[src/rtl/fnd_scan_capture.sv]
// Receive side of the 4-digit FND scan bus: debounces each digit dwell, decodes the
// seven-segment font and publishes all four digits atomically once per complete frame.
module fnd_scan_capture #(
  parameter int unsigned STABLE_CYCLES  = 4,
  parameter int unsigned TIMEOUT_CYCLES = 100000
) (
  input  logic        i_clk,
  input  logic        i_reset,
  input  logic [3:0]  i_fnd_com,
  input  logic [7:0]  i_fnd_font,
  output logic [15:0] o_digits,
  output logic [3:0]  o_dp,
  output logic [3:0]  o_blank,
  output logic        o_frame_done,
  output logic        o_active,
  output logic        o_err,
  output logic [7:0]  o_err_cnt
);

  localparam int unsigned CntW = $clog2(STABLE_CYCLES + 1);
  localparam int unsigned ToW  = $clog2(TIMEOUT_CYCLES + 1);

  typedef enum logic [1:0] {StWait, StSettle, StHeld} state_e;

  state_e           state_q, state_d;
  logic [CntW-1:0]  cnt_q, cnt_d;
  logic [ToW-1:0]   to_cnt_q;
  logic [3:0]       com_q, prev_com_q;
  logic [7:0]       font_q, prev_font_q;
  logic [3:0]       seen_q, seen_d;
  logic [3:0][3:0]  shadow_val_q;
  logic [3:0]       shadow_dp_q;
  logic [3:0]       shadow_blank_q;

  logic             same;
  logic             capture;
  logic             com_ok;
  logic [1:0]       idx;
  logic             font_ok;
  logic             font_blank;
  logic [3:0]       font_val;
  logic [6:0]       pat;
  logic             valid;
  logic             err;
  logic             publish;
  logic             timeout_hit;

  // Dwell tracking: the first sample of a new dwell counts as 1.
  always_comb begin
    same    = ({com_q, font_q} == {prev_com_q, prev_font_q});
    state_d = state_q;
    cnt_d   = cnt_q;
    capture = 1'b0;
    if (com_q == 4'hF) begin
      state_d = StWait;
      cnt_d   = '0;
    end else if (!(state_q == StHeld && same)) begin
      if (state_q == StSettle && same) begin
        cnt_d = cnt_q + 1'b1;
      end else begin
        cnt_d = CntW'(1);
      end
      if (cnt_d >= CntW'(STABLE_CYCLES)) begin
        capture = 1'b1;
        state_d = StHeld;
      end else begin
        state_d = StSettle;
      end
    end
  end

  always_comb begin
    com_ok = 1'b1;
    idx    = 2'd0;
    unique case (com_q)
      4'b1110: idx = 2'd0;
      4'b1101: idx = 2'd1;
      4'b1011: idx = 2'd2;
      4'b0111: idx = 2'd3;
      default: com_ok = 1'b0;
    endcase
  end

  always_comb begin
    pat        = ~font_q[6:0];
    font_ok    = 1'b1;
    font_blank = 1'b0;
    font_val   = 4'h0;
    case (pat)
      7'h3F: font_val = 4'h0;
      7'h06: font_val = 4'h1;
      7'h5B: font_val = 4'h2;
      7'h4F: font_val = 4'h3;
      7'h66: font_val = 4'h4;
      7'h6D: font_val = 4'h5;
      7'h7D: font_val = 4'h6;
      7'h07: font_val = 4'h7;
      7'h7F: font_val = 4'h8;
      7'h6F: font_val = 4'h9;
      7'h77: font_val = 4'hA;
      7'h7C: font_val = 4'hB;
      7'h39: font_val = 4'hC;
      7'h5E: font_val = 4'hD;
      7'h79: font_val = 4'hE;
      7'h71: font_val = 4'hF;
      7'h00: font_blank = 1'b1;
      default: font_ok = 1'b0;
    endcase
  end

  always_comb begin
    valid       = capture & com_ok & font_ok;
    err         = capture & ~valid;
    publish     = (seen_q == 4'hF);
    timeout_hit = !valid && (to_cnt_q == ToW'(TIMEOUT_CYCLES - 1));
    seen_d      = seen_q;
    if (publish)     seen_d = 4'h0;
    if (timeout_hit) seen_d = 4'h0;
    if (valid)       seen_d[idx] = 1'b1;
  end

  always_ff @(posedge i_clk) begin
    if (i_reset) begin
      com_q          <= 4'hF;
      font_q         <= 8'hFF;
      prev_com_q     <= 4'hF;
      prev_font_q    <= 8'hFF;
      state_q        <= StWait;
      cnt_q          <= '0;
      to_cnt_q       <= '0;
      seen_q         <= 4'h0;
      shadow_val_q   <= '0;
      shadow_dp_q    <= 4'h0;
      shadow_blank_q <= 4'h0;
      o_digits       <= 16'h0;
      o_dp           <= 4'h0;
      o_blank        <= 4'h0;
      o_frame_done   <= 1'b0;
      o_active       <= 1'b0;
      o_err          <= 1'b0;
      o_err_cnt      <= 8'h0;
    end else begin
      com_q       <= i_fnd_com;
      font_q      <= i_fnd_font;
      prev_com_q  <= com_q;
      prev_font_q <= font_q;
      state_q     <= state_d;
      cnt_q       <= cnt_d;
      seen_q      <= seen_d;
      o_err       <= err;

      if (valid) begin
        shadow_val_q[idx]   <= font_val;
        shadow_dp_q[idx]    <= ~font_q[7];
        shadow_blank_q[idx] <= font_blank;
      end

      if (err && o_err_cnt != 8'hFF) o_err_cnt <= o_err_cnt + 8'h1;

      // Counter holds once it reaches the limit; only a valid capture restarts it.
      if (valid) begin
        to_cnt_q <= '0;
      end else if (to_cnt_q != ToW'(TIMEOUT_CYCLES)) begin
        to_cnt_q <= to_cnt_q + 1'b1;
      end

      o_frame_done <= publish;
      if (publish) begin
        o_digits <= shadow_val_q;
        o_dp     <= shadow_dp_q;
        o_blank  <= shadow_blank_q;
        o_active <= 1'b1;
      end
      if (timeout_hit) o_active <= 1'b0;
    end
  end

endmodule

[config.mk]
export PLATFORM = sky130hd
export DESIGN_NAME = fnd_scan_capture
export DESIGN_NICKNAME = d
export VERILOG_FILES = /design/src/rtl/fnd_scan_capture.sv
export SDC_FILE = /design/constraint.sdc
export NUM_CORES = 1
export LEC_CHECK = 0
export ABC_AREA = 1
export CORE_ASPECT_RATIO = 0.6
export CORE_MARGIN = 5
export CORE_UTILIZATION = 61
export CTS_CLUSTER_DIAMETER = 100
export DETAILED_ROUTE_END_ITERATION = 6
export PLACE_DENSITY_LB_ADDON = 0.3
export REMOVE_ABC_BUFFERS = 1
export SKIP_CTS_REPAIR_TIMING = 1
export SYNTH_ARGS = -nofsm -noshare
export SYNTH_HDL_FRONTEND = slang
export SYNTH_SLANG_ARGS = --single-unit
[constraint.sdc]
create_clock -name i_clk -period 3.8 [get_ports i_clk]
set_input_delay 0.38 -clock i_clk [delete_from_list [all_inputs] [get_ports i_clk]]
set_output_delay 0.38 -clock i_clk [all_outputs]
set_load 0.1 [all_outputs]
-- After elaboration in Yosys (flattened, before gate mapping)
Cells that the tools add are included.
Widths: inputs -> output; s select.
- flip-flop bits (word level): 109
- bits in latches: 0
- bits in read-only memories: 0
- bits of input ports: 14
- memory bits (writable): 0
- memories: 0
- reductions and logical operators: 12
- muxes and demuxes: 22
- shifts and indexed selects: 0
- equal/unequal tests: 28
- add/sub/neg operators: 3
- $mul: 0
- divide/modulo/power cells: 0
- order comparisons: 3
- bitwise gates (word level): 7
- operator list (operator ; count):
    $eq 7x7->1 const B ; 12
    $pmux 4 s15 ; 1
    $eq 4x4->1 const B ; 5
    $add 17x1->17 const B ; 1
    $eq 17x17->1 const B ; 1
    $ne 17x17->1 const B ; 1
    $reduce_or 17->1 ; 1
    $bwmux 16 ; 1
    $mux 4 ; 4
    $eq 7x3->1 const B ; 2
    $eq 7x6->1 const B ; 2
    $eq 12x12->1 ; 1
    $mux 3 ; 3
    $add 8x1->8 const B ; 1
    $bwmux 4 ; 2
    $demux 4 s2 ; 1
    $ne 8x8->1 const B ; 1
    $logic_not 7->1 ; 1
    $mux 1 ; 7
    $not 7->7 ; 1
    $pmux 2 s3 ; 1
    $reduce_or 2->1 ; 3
    $logic_and 1x1->1 ; 5
    $eq 4x3->1 const B ; 1
    13 further kinds ; 16

-- Longest topological paths before layout
- word-level depth: 16
- mapped depth: 16
- depth with buffers taken out: 14

-- Worst setup path after synthesis
OpenSTA, ideal clock, no wires.
- kind: register to register
- start: register o_err_cnt[1]
- end: register o_err_cnt[5]
- library setup time: 0.070 ns
- period minus slack after synthesis: 2.199 ns
- data required time: 3.730 ns
- data arrival time: 2.129 ns
- cell stages (with the launch flop): 8
- path slack: 1.601 ns
- buffers on the path: 0
- path through: dfxtp_1 ha_1 nand4_1 nor2_1 nand2_1 nand2_1 nand2_1 a21oi_1
- word-level cells in the longest chain between the ends: 2
- RTL lines (element ; line ; source):
    from (decl) ; 17 ; output logic [7:0] o_err_cnt
    from (signal assigned) ; 158 ; if (err && o_err_cnt != 8'hFF) o_err_cnt <= o_err_cnt + 8'h1;
    branches (longest 2 deep; another with $add 8x1->8) ; - ;
Several ways; the timed one is not identified.
A chain may end at the register's enable or synchronous reset.

-- Worst setup path after layout
- start: register font_q[5]
- end: register shadow_val_q[14] (netlist name)
- word-level cells in the longest chain between the ends: 11
- RTL lines (element ; line ; source):
    from (decl) ; 29 ; logic [7:0] font_q, prev_font_q;
    from (signal assigned) ; 144 ; font_q <= i_fnd_font;
    $eq 12x12->1 ; 50 ; same = ({com_q, font_q} == {prev_com_q, prev_font_q});
    $logic_and 1x1->1 ; 58 ; if (state_q == StSettle && same) begin
    $mux 3 ; 58 ;
    $mux 3 ; 57 ; end else if (!(state_q == StHeld && same)) begin
    $mux 3 ; 54 ; if (com_q == 4'hF) begin
    $ge 3x3->1 ; 63 ; if (cnt_d >= CntW'(STABLE_CYCLES)) begin
    $mux 1 ; 63 ;
    $mux 1 ; 57 ;
    $mux 1 ; 54 ;
    $and 1x1->1 (2 in a row) ; 112 ; valid = capture & com_ok & font_ok;
    to (signal, indexed assignment) ; 153 ; shadow_val_q[idx] <= font_val;
    to (decl) ; 31 ; logic [3:0][3:0] shadow_val_q;
Parallel ways exist; a longest one is shown, timed or not. The select of a mux whose other input is x is not followed.

==> summary.txt <==
Final global-route overflow total - 0
Top cell type's share of synthesized area - 45.95%
Die Area - 0.009629 mm2
Post-layout util - 74.64%
Clk sinks - 108
Clk_lat worst skew - 350 ps
Global-route wire length before repair - 18.22 mm
Vias in the first global route - 3944
Share of cells above drive strength 1 - 8.204%
Setup WS post-layout - 1374 ps
P&R area growth vs syn - 17.18%
Die width - 123.4 um
NetSw - 0.0005190 W
Layout Nets - 721
Post-synthesis mux area share - 0%
Drt via density - 5.307
Area contributors post-synth - dfxtp_1 46%, nand2_1 12%, nor2_1 9.7%
Cells after synthesis - 662
Pwr Total - 0.002161 W
Initial antenna violation count - 0
Drt first pass iters - 5
Post-Syn Area per Cell - 7.108 um2
Hold Crit Endpoint - o_digits[14]
Fin. Hold Viols - 0
Gr usage total - 23.41%
Maximum clock rate - 412.2 MHz
Avg WL per Cell - 13.25 um
Setup TNS - 0 ps
Status - completed
DR iter-0 viols - 395
Critical path type - register to register
Main combinational cell family by area after synthesis - simple AND/OR/NAND/NOR gates
M2 GR Usage - 36.91%
Peak supply drop - 0.0002290 V
Slew at the pin with the worst max-slew slack - 1030 ps
Final setup vio count - 0
Post-synthesis compound-gate area fraction - 9.067%
FF-to-FF setup slack - 1370 ps
Hold Startpoint - shadow_val_q[14]
Setup slack at placement - 1447 ps
Met1 GRT Util - 31.38%
R2R depth - 12
CTS tree - done
Startpoint Class - register
Simple-Gate Fraction of Synth Area - 32.97%
Seq/Total Area, Yosys - 45.95%
Crit path DAT - 2710 ps
Clock root buffer master - clkbuf_16
Worst hold path depth - 2
Post-Synth XOR/XNOR Area - 2.978%
Post-Synth Adder-Cell Area - 1.064%
Period utilization - 63.85%
Via Count - 4304
Pint - 0.001642 W
Final Skew - 5.046 ps
HPWL Detailed - 7.917 mm
I/O Pins - 49
Worst setup EP type - register
Area leader, netlist - dfxtp_1
Met3 Track Usage GR - 7.256%
Synth Register Bits - 108
Worst EP required - 4080 ps
Max_slew headroom - 31.27%
Die H - 78.04 um
Unrepaired setup endpoints after global routing - false
Post-synthesis cell type count - 34
Comb pwr share - 5.7%
GP Congestion - 0.9557
Maxcap violations - 0
Highest net fanout along the worst path - 12
Reg-to-Reg Start - font_q[5]
Clock Path Buffers - 2
Post-synthesis cell area - 0.004706 mm2
Sw Ratio - 24.02%
Worst reg2reg endpoint - shadow_val_q[14]
LEAKAGE - 2.510 nW
Cell Pwr Density - 391.9 mW/mm2
WL final - 10.74 mm
Placed cell area - 0.005241 mm2
Warnings, synthesis - 0
Core outline area - 0.007387 mm2
Row cnt - 24
IO buf count - 48
Clock share of power - 40.3%
ANT nets after route - 0
H-tree Lvls - 3
Final instance area - 0.005514 mm2
Worst-path clk slew - 70 ps
Slew Limit Fails - 0
# DRC - 0
Initial Utilization - 63.70%
Fin crit period - 2426 ps
HP Class - register to register
Sequential power share - 54.0%
Top Usage Layer GRT - met2
Largest net degree at the start of global routing - 57
CTS Buf Count - 9
Ant diodes - 0
## synthesized netlist by cell type, drive strengths merged
library cell / number
nand2: 153
buf: 8
ha: 4
o31ai: 1
nand3: 23
xnor2: 8
a21oi: 35
nor3b: 1
nor4: 3
nor2: 126
o21a: 1
nand3b: 1
nor3: 14
nand4: 15
and3: 2
o2111ai: 2
dfxtp: 108
or2: 19
xor2: 8
clkbuf: 12
inv: 76
o21ai: 42
## cells by family after synthesis
group	after synthesis
XOR/XNOR	16
AND/OR/NAND/NOR	357
adder cells (fa/ha/maj)	4
buffers and inverters	96
AO/OA/AOI/OAI	81
flip-flops	108
## final cells by class
type | count | area [um2]
sequential | 108 | 2162
tap | 104 | 130.1
inverter | 76 | 285.3
clock buffer | 9 | 225.2
multi-input combinational | 458 | 2168
fill | 586 | 1873
clock inverter | 6 | 47.55
timing repair buffer | 50 | 495.5
## sequential cells by signal, indices dropped and copies added, names as in the netlist, 8 cells and up
signal	count
o_err_cnt	8
prev_font_q	8
shadow_val_q	16
font_q	8
to_cnt_q	17
o_digits	16
## stage by stage
step,instances,hold slack (ps)
final,811,459.5
after global placement,796,442.5
after floorplan,642,431.8
after CTS,811,458.6
after detailed placement,796,448.7
after global routing,811,475.7
## power groups by stage
| stage | clock network, W | registers, W | logic (W) |
|---|---|---|---|
| after CTS | 0.000886 | 0.00117 | 0.000123 |
| after global placement | 0 | 0.00119 | 0.000117 |
| after detailed placement | 0 | 0.00119 | 0.000122 |
| after global routing | 0.000945 | 0.00117 | 0.000140 |
| final | 0.000870 | 0.00117 | 0.000124 |
| after floorplan | 0 | 0.00119 | 0.0000826 |
## layer usage
layer	vias up	part of all wire (%)
met5	-	0
met4	0	1.5
met3	17	7.7
met2	163	45
met1	1962	46
li1	2162	-
## layout by cell type (no fill, tap or decap), drive strengths merged
cell type / netlist / routed
a21oi: 35 / 35
and3: 2 / 2
buf: 8 / 2
clkbuf: 12 / 9
clkdlybuf4s50: 0 / 48
clkinv: 0 / 2
clkinvlp: 0 / 1
dfxtp: 108 / 108
ha: 4 / 4
inv: 76 / 79
nand2: 153 / 153
nand3: 23 / 23
nand3b: 1 / 1
nand4: 15 / 15
nor2: 126 / 126
nor3: 14 / 14
nor3b: 1 / 1
nor4: 3 / 3
o2111ai: 2 / 2
o21a: 1 / 1
o21ai: 42 / 42
o31ai: 1 / 1
or2: 19 / 19
xnor2: 8 / 8
xor2: 8 / 8
## critical path, stage by stage (launching register included)
cell	delay, ps
dfxtp_1	530
nand3_1	230
nor3_2	420
nor2_1	90
nand2_1	80
nor2_1	40
nand3_2	120
nand2_4	100
nor2_8	150
nand2_1	270
nand2_1	140
nand2_1	60
nor2_1	120
## how the worst max path moves through the flow
stage                     cells past startpoint         start               end  slack [ps]
after floorplan                               7  o_err_cnt[1]      o_err_cnt[5]        1600
after global placement                       11     font_q[5]  shadow_val_q[13]        1490
after detailed placement                      6       i_reset         seen_q[1]        1450
after CTS                                    12     font_q[5]  shadow_val_q[14]        1410
after global routing                         12     font_q[5]  shadow_val_q[14]        1190
final                                        12     font_q[5]  shadow_val_q[14]        1370
Note: power is estimated with default switching activity, not from simulation.
